[config.mk]
export PLATFORM = sky130hd
export DESIGN_NAME = alu_sequencer
export DESIGN_NICKNAME = d
export VERILOG_FILES = /design/src/rtl/alu_sequencer.sv
export SDC_FILE = /design/constraint.sdc
export NUM_CORES = 1
export LEC_CHECK = 0
export ABC_AREA = 1
export BUFFER_PORTS_ARGS = -buffer_cell sky130_fd_sc_hd__buf_2
export CORE_MARGIN = 2
export CORE_UTILIZATION = 49
export CTS_CLUSTER_DIAMETER = 100
export DETAILED_ROUTE_END_ITERATION = 16
export PLACE_DENSITY = 0.86
export SLEW_MARGIN = 20
export SYNTH_ARGS = -nofsm -noshare
export SYNTH_HDL_FRONTEND = slang
export SYNTH_SLANG_ARGS = --single-unit
[constraint.sdc]
create_clock -name clk -period 3.3 [get_ports clk]
set_input_delay 0.33 -clock clk [delete_from_list [all_inputs] [get_ports clk]]
set_output_delay 0.33 -clock clk [all_outputs]
set_load 0.02 [all_outputs]
[src/rtl/alu_sequencer.sv]
// Handshaked front end that registers operands for an external add/sub/and/or unit
// and returns its result; define ALU_SEQ_CHECK_EN to compile in a sticky result checker.
module alu_sequencer #(
    parameter int WIDTH = 32
) (
    input  logic             clk,
    input  logic             rst,
    input  logic             cmd_valid,
    output logic             cmd_ready,
    input  logic [1:0]       cmd_op,
    input  logic [WIDTH-1:0] cmd_a,
    input  logic [WIDTH-1:0] cmd_b,
    input  logic             cmd_acc,
    output logic [WIDTH-1:0] alu_term0,
    output logic [WIDTH-1:0] alu_term1,
    output logic [1:0]       alu_sel,
    input  logic [WIDTH-1:0] alu_result,
    output logic             rsp_valid,
    input  logic             rsp_ready,
    output logic [WIDTH-1:0] rsp_data,
    output logic             rsp_zero,
    output logic             err
);

    typedef enum logic [1:0] {
        IDLE = 2'd0,
        EXEC = 2'd1,
        RESP = 2'd2
    } state_t;

    state_t           state;
    state_t           state_next;
    logic [WIDTH-1:0] acc;
    logic             accept;
    logic             rsp_fire;

    assign cmd_ready = (state == IDLE) & ~rst;
    assign accept    = cmd_valid & cmd_ready;
    assign rsp_fire  = rsp_valid & rsp_ready;

    always_ff @(posedge clk) begin
        if (rst) state <= IDLE;
        else     state <= state_next;
    end

    // NOTE: default first so every path assigns state_next and no latch is inferred.
    always_comb begin
        state_next = state;
        unique case (state)
            IDLE:    if (accept) state_next = EXEC;
            EXEC:    state_next = RESP;
            RESP:    if (rsp_fire) state_next = IDLE;
            default: state_next = IDLE;
        endcase
    end

    // NOTE: registers use non-blocking assignments so all updates see pre-edge values.
    always_ff @(posedge clk) begin
        if (rst) begin
            alu_term0 <= '0;
            alu_term1 <= '0;
            alu_sel   <= '0;
            rsp_valid <= 1'b0;
            rsp_data  <= '0;
            rsp_zero  <= 1'b0;
            acc       <= '0;
        end else begin
            if (accept) begin
                alu_sel   <= cmd_op;
                alu_term1 <= cmd_b;
                alu_term0 <= cmd_acc ? acc : cmd_a;
            end
            if (state == EXEC) begin
                rsp_data  <= alu_result;
                rsp_zero  <= (alu_result == '0);
                acc       <= alu_result;
                rsp_valid <= 1'b1;
            end else if (rsp_fire) begin
                rsp_valid <= 1'b0;
            end
        end
    end

`ifdef ALU_SEQ_CHECK_EN
    logic [WIDTH-1:0] expected;

    // Reference model of the attached unit, evaluated on the registered operands.
    always_comb begin
        expected = '0;
        unique case (alu_sel)
            2'd0: expected = alu_term0 + alu_term1;
            2'd1: expected = alu_term0 - alu_term1;
            2'd2: expected = alu_term0 & alu_term1;
            2'd3: expected = alu_term0 | alu_term1;
            default: expected = '0;
        endcase
    end

    always_ff @(posedge clk) begin
        if (rst)                                          err <= 1'b0;
        else if ((state == EXEC) && (alu_result != expected)) err <= 1'b1;
    end
`else
    assign err = 1'b0;
`endif

endmodule

Word-level counts from Yosys, hierarchy flattened --
Cells that the tools add are included.
Storage, ports and cells: input bits 103, output and inout bits 102, word-level logic and storage cells 25, bits in registers 102
Cells by class: bitwise gates (word level) 4, equality and inequality tests 4, reductions and logical operators 4, muxes and demuxes 6
Operators by type and width (count):
- 32-bit logical NOT | 1
- 32-bit two-way mux | 1
- 2-bit case mux with 3 select lines | 1
- 2-bit two-way mux | 2
- 2-bit != test (second input constant) | 2
- 1-bit bitwise AND | 3
- 2-bit by 1-bit == test with 1-bit output (second input constant) | 1
- 2-bit == test (second input constant) | 1
- 2-bit logical NOT | 1
- 1-bit two-way mux | 2
- 2-bit AND reduction | 1
- 2-bit nonzero test | 1
- 1-bit inverter | 1

Logic depth before layout (Yosys ltp) --
Gate-level depths: netlist (run 1).
depth in word-level cells 5, depth in mapped cells 7

Worst setup path after synthesis (run 1) --
OpenSTA, ideal clock, no wires.
path type register to register, start reg state[0], end reg alu_term0[0], clock period less this slack 1.319 ns, slack 1.981 ns, arrival time 1.200 ns, library setup time 0.118 ns, stages on the path, launching flop included 7, cell sequence dfxtp_1 > nor3_4 > nand2_4 > inv_4 > buf_6 > buf_6 > a21oi_1
Between the ends: longest elaborated chain between the ends 3
Ends and longest elaborated chain:
- start: declaration | RTL line 31 | state_t state;
- start signal: assignment | RTL line 43 | else state <= state_next;
- 2-bit logical NOT | RTL line 37 | assign cmd_ready = (state == IDLE) & ~rst;
- 1-bit bitwise AND | RTL line 37
- net cmd_ready | RTL line 9 | output logic cmd_ready,
- 1-bit bitwise AND | RTL line 38 | assign accept = cmd_valid & cmd_ready;
- end signal: assignment | RTL line 71 | alu_term0 <= cmd_acc ? acc : cmd_a;
- end: declaration | RTL line 14 | output logic [WIDTH-1:0] alu_term0,
The timed path passes the listed nets, and every way through them passes these cells. A chain may end at the register's enable or synchronous reset.

Final worst setup path (run 1) --
start reg state[0], end reg alu_term0[28]
Between the ends: longest elaborated chain between the ends 3
Ends and longest elaborated chain (RTL line):
- 2-bit logical NOT | 37
- 1-bit bitwise AND | 37
- 1-bit bitwise AND | 38
Every way passes these cells.

==> flow_summary.json, run 1 <==
{
  "status": "completed",
  "io_buffers": 203,
  "powerDensity_nw_per_um2": 518,
  "worstPathRequired_ns": 3.58,
  "max_cap_violations": 0,
  "synth_area_per_cell_um2": 8.57,
  "grt.overflow.total": 0,
  "synth_edf_count": 0,
  "cts_tree": "built",
  "vdd_drop_max_mv": 0.220,
  "cts_root_buf": "clkbuf_8",
  "wl_met2_mm": 5.15,
  "synth.distinct_cells": 22,
  "r2r-end": "alu_term0[28]",
  "setup-violations-final": 0,
  "min_path_cells": 3,
  "synth_top_area_share": 0.508,
  "cts_buffer_depth": 2,
  "cts_buffers": 9,
  "die_h_um": 94.6,
  "cts_setup_buffers": 0,
  "synth_most_common_cell": "nand2_1",
  "grt_pass1_vias": 3420,
  "cp_data_arrival_time_ns": 2.27,
  "p_leak_nw": 2.66,
  "hp-start": "cmd_b[2]",
  "r2r-start": "state[0]",
  "dieArea_um2": 8940,
  "h-tree-depth": 3,
  "ys_seq_area_frac": 0.508,
  "min_path_type": "primary input to register",
  "min_period_ns": 2.00,
  "firstDrtPassIters": 4,
  "placementRows": 33,
  "clk_latency_ns": 0.35,
  "layout.nets": 753,
  "ys_top_cells_by_area": "dfxtp_1 51%, a21oi_1 10%, nand2_1 9.6%, mux2i_1 8.0%, o21bai_1 6.0%",
  "diodes": 0,
  "wl_per_cell_um": 13.6,
  "dpl.hpwl_mm": 7.24,
  "placedCellCount": 744,
  "worst_hold_path.endpoint": "alu_term1[2]",
  "final_layout_size_suffix_gt1_frac": 0.344,
  "slew_violations": 0,
  "synthFlopType": "dfxtp_1",
  "grt_usage": 0.222,
  "die_width_um": 94.6,
  "start_util": 0.496,
  "period_share": 0.605,
  "drc_errors": 0,
  "ys_warn_count": 0,
  "fmax_mhz": 501,
  "ys_seq_elements": 102,
  "reg2reg_depth": 5,
  "core-area_um2": 8090,
  "regArea_um2": 2040,
  "netlist_area_um2": 4020,
  "wl_met1_mm": 4.44,
  "endpoint_kind": "register",
  "cp_max_fo": 99,
  "routed-wl-met3_um": 631,
  "clk_pin_slew_ns": 0.10,
  "routed.top_layer": "met4",
  "crit_type": "register to register",
  "ant_nets": 0,
  "drt_wl_total_mm": 10.4,
  "ctsResizeCount": 0,
  "grt_pass1_wl_mm": 15.8,
  "stdcell_count": 760,
  "synth_nets": 572,
  "fin_util": 0.644,
  "area_delta_synth_final_pct": 29.8,
  "gp_congestion": 0.757,
  "startpoint_type": "register",
  "synth_area_leader_cell": "dfxtp_1",
  "synth_common_cells": "103 x nand2_1, 102 x dfxtp_1, 82 x a21oi_1",
  "r2r_slack_ns": 1.30,
  "rsz0062_at_grt": "false",
  "hold_viol": 0,
  "grt_max_degree": 102,
  "skew_ns": 0.0134,
  "n_fill_cell": 701,
  "multi_input_area_um2": 1690,
  "clock-sinks": 102,
  "antenna_found_initial": 0,
  "synth_cells": 469,
  "fin_tns_setup_ns": 0,
  "vias": 3798,
  "top_level_ports": 205,
  "cts_hold_buf": 0,
  "ys_async_sr_fraction": 0,
  "drt-initial-drc-count": 161,
  "viasPerCell": 5.00,
  "worst_pin_slew_ns": 0.996,
  "slew_headroom": 0.336
}
-- critical path: stages, from the launching register on --
cell and delay, ns:
dfxtp_1 0.36, nor3_4 0.22, nand2_4 0.25, inv_4 0.77, o21bai_1 0.14, a21oi_1 0.16
-- how the worst max path moves through the flow --
stage / start / to / slack (ns) / cells after the start
final: state[0] / alu_term0[28] / 1.30 / 5
after global routing: state[0] / alu_term0[28] / 1.08 / 5
after CTS: state[0] / alu_term1[30] / 1.32 / 5
after detailed placement: rst / alu_term1[0] / 1.26 / 6
after global placement: rst / alu_term1[28] / 1.37 / 6
after floorplan: state[0] / alu_term0[0] / 1.98 / 6
-- logic make-up after synthesis --
| group | after synthesis | synth area share |
|---|---|---|
| DFF | 102 | 0.508 |
| muxes | 32 | 0.0797 |
| AOI/OAI and AO/OA | 133 | 0.198 |
| other | 1 | 0.000933 |
| buffers and inverters | 57 | 0.0707 |
| and+or+nand+nor | 144 | 0.143 |
-- final cells by class --
cell class              instances  share of cell area
clock buffers                  11              0.0290
clock inverters                 5              0.0156
inverters                      22              0.0163
multi-input cells             310               0.324
flip-flops and latches        102               0.392
well taps                     105              0.0252
repair buffers                205               0.198
-- per-layer routing --
| layer | up-vias | GRT usage |
|---|---|---|
| met5 | - | 0 |
| li1 | 1926 | - |
| met2 | 137 | 0.384 |
| met1 | 1724 | 0.280 |
| met3 | 11 | 0.0415 |
| met4 | 0 | 0.0700 |
-- layout by cell type (no fill, tap or decap), types with 2 or more instances in the layout --
cell	synthesis	layout
a21oi_1	82	82
nand3_1	3	3
clkbuf_8	0	11
o21bai_1	32	32
dfxtp_1	102	102
nor2_1	32	32
inv_1	21	21
a211oi_1	18	18
buf_4	4	2
nand2_1	103	103
bufinv_16	0	2
mux2i_1	32	32
buf_2	12	203
nand4_1	2	2
-- power by group --
| part | switching, mW | internal (mW) | leakage, nW | total (mW) |
|---|---|---|---|---|
| logic | 0.283 | 0.175 | 1.71 | 0.457 |
| registers | 0.0477 | 1.31 | 0.834 | 1.36 |
| clock network | 0.416 | 0.469 | 0.116 | 0.885 |
-- flip-flops by register name, summed over array words and instances (netlist names) --
signal / count
acc: 32
alu_sel: 2
alu_term0: 32
alu_term1: 32
rsp_valid: 1
rsp_zero: 1
state: 2
-- through the flow --
stage	hold WS, ns	power, mW	setup WS (ns)	area, um^2
2_1_floorplan	0.473	1.68	1.98	4020
5_1_grt	0.200	2.82	1.08	5210
3_3_place_gp	0.450	1.83	1.37	4980
3_5_place_dp	0.453	1.84	1.26	4980
6_report	0.216	2.70	1.30	5210
4_1_cts	0.201	2.72	1.32	5210
No activity file was read; power rests on OpenSTA's default activity.
==> run 2: changes to the inputs <==
CORE_UTILIZATION = 41   (was 49)
PLACE_DENSITY = 0.77   (was 0.86)
clock period = 1.6 ns   (was 3.3 ns; I/O delays follow)
==> run 2 against run 1 <==
Design area grew 1.5%. Sequential share of layout area is 0.58 points lower. Largest cell class unchanged. Wire length is 3.4% higher. Largest power group unchanged. Worst setup slack lost 1.0 ns. Clock power is 72% higher. Die area grew 19%. Highest routed layer unchanged. Global-route usage down 3.2 points. Sequential power rose by 110%. Cell count is 4.6% higher. Critical endpoint is now alu_term0[13]. Clock skew is 0.0032 ns lower. Register-to-register slack worse by 1.0 ns. Via count grew 1.3%.
==> flow_summary.json, run 2 (synthesized netlist as in run 1, its figures left out) <==
{
  "clock-sinks": 102,
  "drc_errors": 0,
  "n_fill_cell": 914,
  "cp_data_arrival_time_ns": 1.61,
  "grt_pass1_wl_mm": 15.9,
  "max_cap_violations": 0,
  "cts_buffers": 9,
  "endpoint_kind": "register",
  "startpoint_type": "register",
  "hold_viol": 0,
  "min_period_ns": 1.32,
  "grt_max_degree": 70,
  "status": "completed",
  "fin_tns_setup_ns": 0,
  "power.total_mw": 5.29,
  "vdd_drop_max_mv": 0.530,
  "firstDrtPassIters": 4,
  "regArea_um2": 2040,
  "cts_buffer_depth": 2,
  "antenna_found_initial": 0,
  "final_cell_mix": "203 x buf_2, 103 x nand2_1, 102 x dfxtp_1, 82 x a21oi_1",
  "grt_usage": 0.190,
  "finalHoldWorstSlack_ns": 0.0360,
  "diodes": 0,
  "fmax_mhz": 755,
  "setup-violations-final": 0,
  "ctsResizeCount": 0,
  "ant_nets": 0,
  "slowest_stage": "dfxtp_1",
  "top_level_ports": 205,
  "grt.overflow.total": 0,
  "path_delay_family": "flip-flops",
  "die_h_um": 103,
  "cts_tree": "built",
  "dpl.hpwl_mm": 7.84,
  "rsz0062_at_grt": "false",
  "start_util": 0.417,
  "clk_pin_slew_ns": 0.10,
  "cts_root_buf": "clkbuf_8",
  "die_width_um": 103,
  "worst_pin_slew_ns": 0.511,
  "critPathBufInv": 2,
  "final_layout_size_suffix_gt1_frac": 0.349,
  "skew_ns": 0.0102,
  "cts_setup_buffers": 0,
  "final_common_cell": "buf_2",
  "wl_per_cell_um": 13.5,
  "cts_hold_buf": 0,
  "drt-initial-drc-count": 110,
  "layout.nets": 760,
  "min_path_type": "primary input to register",
  "vias": 3849,
  "placementRows": 36,
  "io_buffers": 203,
  "top_regs": "acc: 32 flops, alu_term0: 32 flops, alu_term1: 32 flops",
  "h-tree-depth": 3,
  "p_leak_nw": 2.68,
  "slew_headroom": 0.659,
  "worstPathRequired_ns": 1.89,
  "core-area_um2": 9640,
  "dieArea_um2": 10600,
  "slew_violations": 0,
  "period_share": 0.828,
  "cp_slowest_stage_delay_ns": 0.36,
  "grt_pass1_vias": 3465,
  "drt_wl_total_mm": 10.7,
  "viasPerCell": 4.84,
  "crit_type": "register to register",
  "worstPathCellList": "nor3_4 -> nand2_4 -> inv_4 -> buf_12 -> o21bai_1 -> a21oi_1",
  "clk_latency_ns": 0.35,
  "area_delta_synth_final_pct": 31.7,
  "gp_congestion": 0.806,
  "powerDensity_nw_per_um2": 999,
  "cp_max_fo": 69,
  "multi_input_area_um2": 1690
}
[run 2: changes by cell type in the layout (fill, tap and decap cells not counted), sizes merged]
cell	delta
buf	+7
clkinv	-1
clkinvlp	+2
clkbuf	+1
bufinv	-2
[run 2: path summary, 6_finish.rpt]
check / from / end / slack [ns] / cells after the start
hold / removal: cmd_b[7] / alu_term1[7] / 0.04 / 3
setup / recovery: state[0] / alu_term0[13] / 0.28 / 6
hold reg to reg: alu_term1[7] / alu_term1[7] / 0.47 / 2
setup reg to reg: state[0] / alu_term0[13] / 0.28 / 6
[run 2: report_power, final]
group,switching (mW),internal (mW)
clock,0.863,0.655
sequential,0.0977,2.70
combinational,0.592,0.383
total,1.55,3.74
[run 2: layer usage]
layer / track usage / up-vias / wire (um)
met1: 0.223 / 1773 / 4510
met2: 0.335 / 125 / 5330
met4: 0.0688 / 0 / 187
met5: 0 / - / 0
met3: 0.0495 / 16 / 679
li1: - / 1935 / -
[run 2: area by class of cell]
| cell class | instances | share of cell area |
|---|---|---|
| multi-input cells | 310 | 0.320 |
| well taps | 133 | 0.0314 |
| clock inverters | 4 | 0.00591 |
| clock buffers | 12 | 0.0293 |
| inverters | 22 | 0.0161 |
| repair buffers | 212 | 0.212 |
| flip-flops and latches | 102 | 0.386 |
[run 2: worst min-delay path, delay by kind of cell]
family          cells  cell delay [ns]
buf+inv             1             0.09
simple gates        1             0.05
compound gates      1             0.05
[run 2: through the flow]
step / setup WS (ns) / util / cells / area [um^2]
after global routing: 0.172 / 0.549 / 795 / 5290
after global placement: 0.360 / 0.530 / 779 / 5110
after floorplan: 0.281 / - / 469 / 4020
after CTS: 0.259 / 0.549 / 795 / 5290
after detailed placement: 0.304 / 0.530 / 779 / 5110
final: 0.275 / 0.549 / 795 / 5290
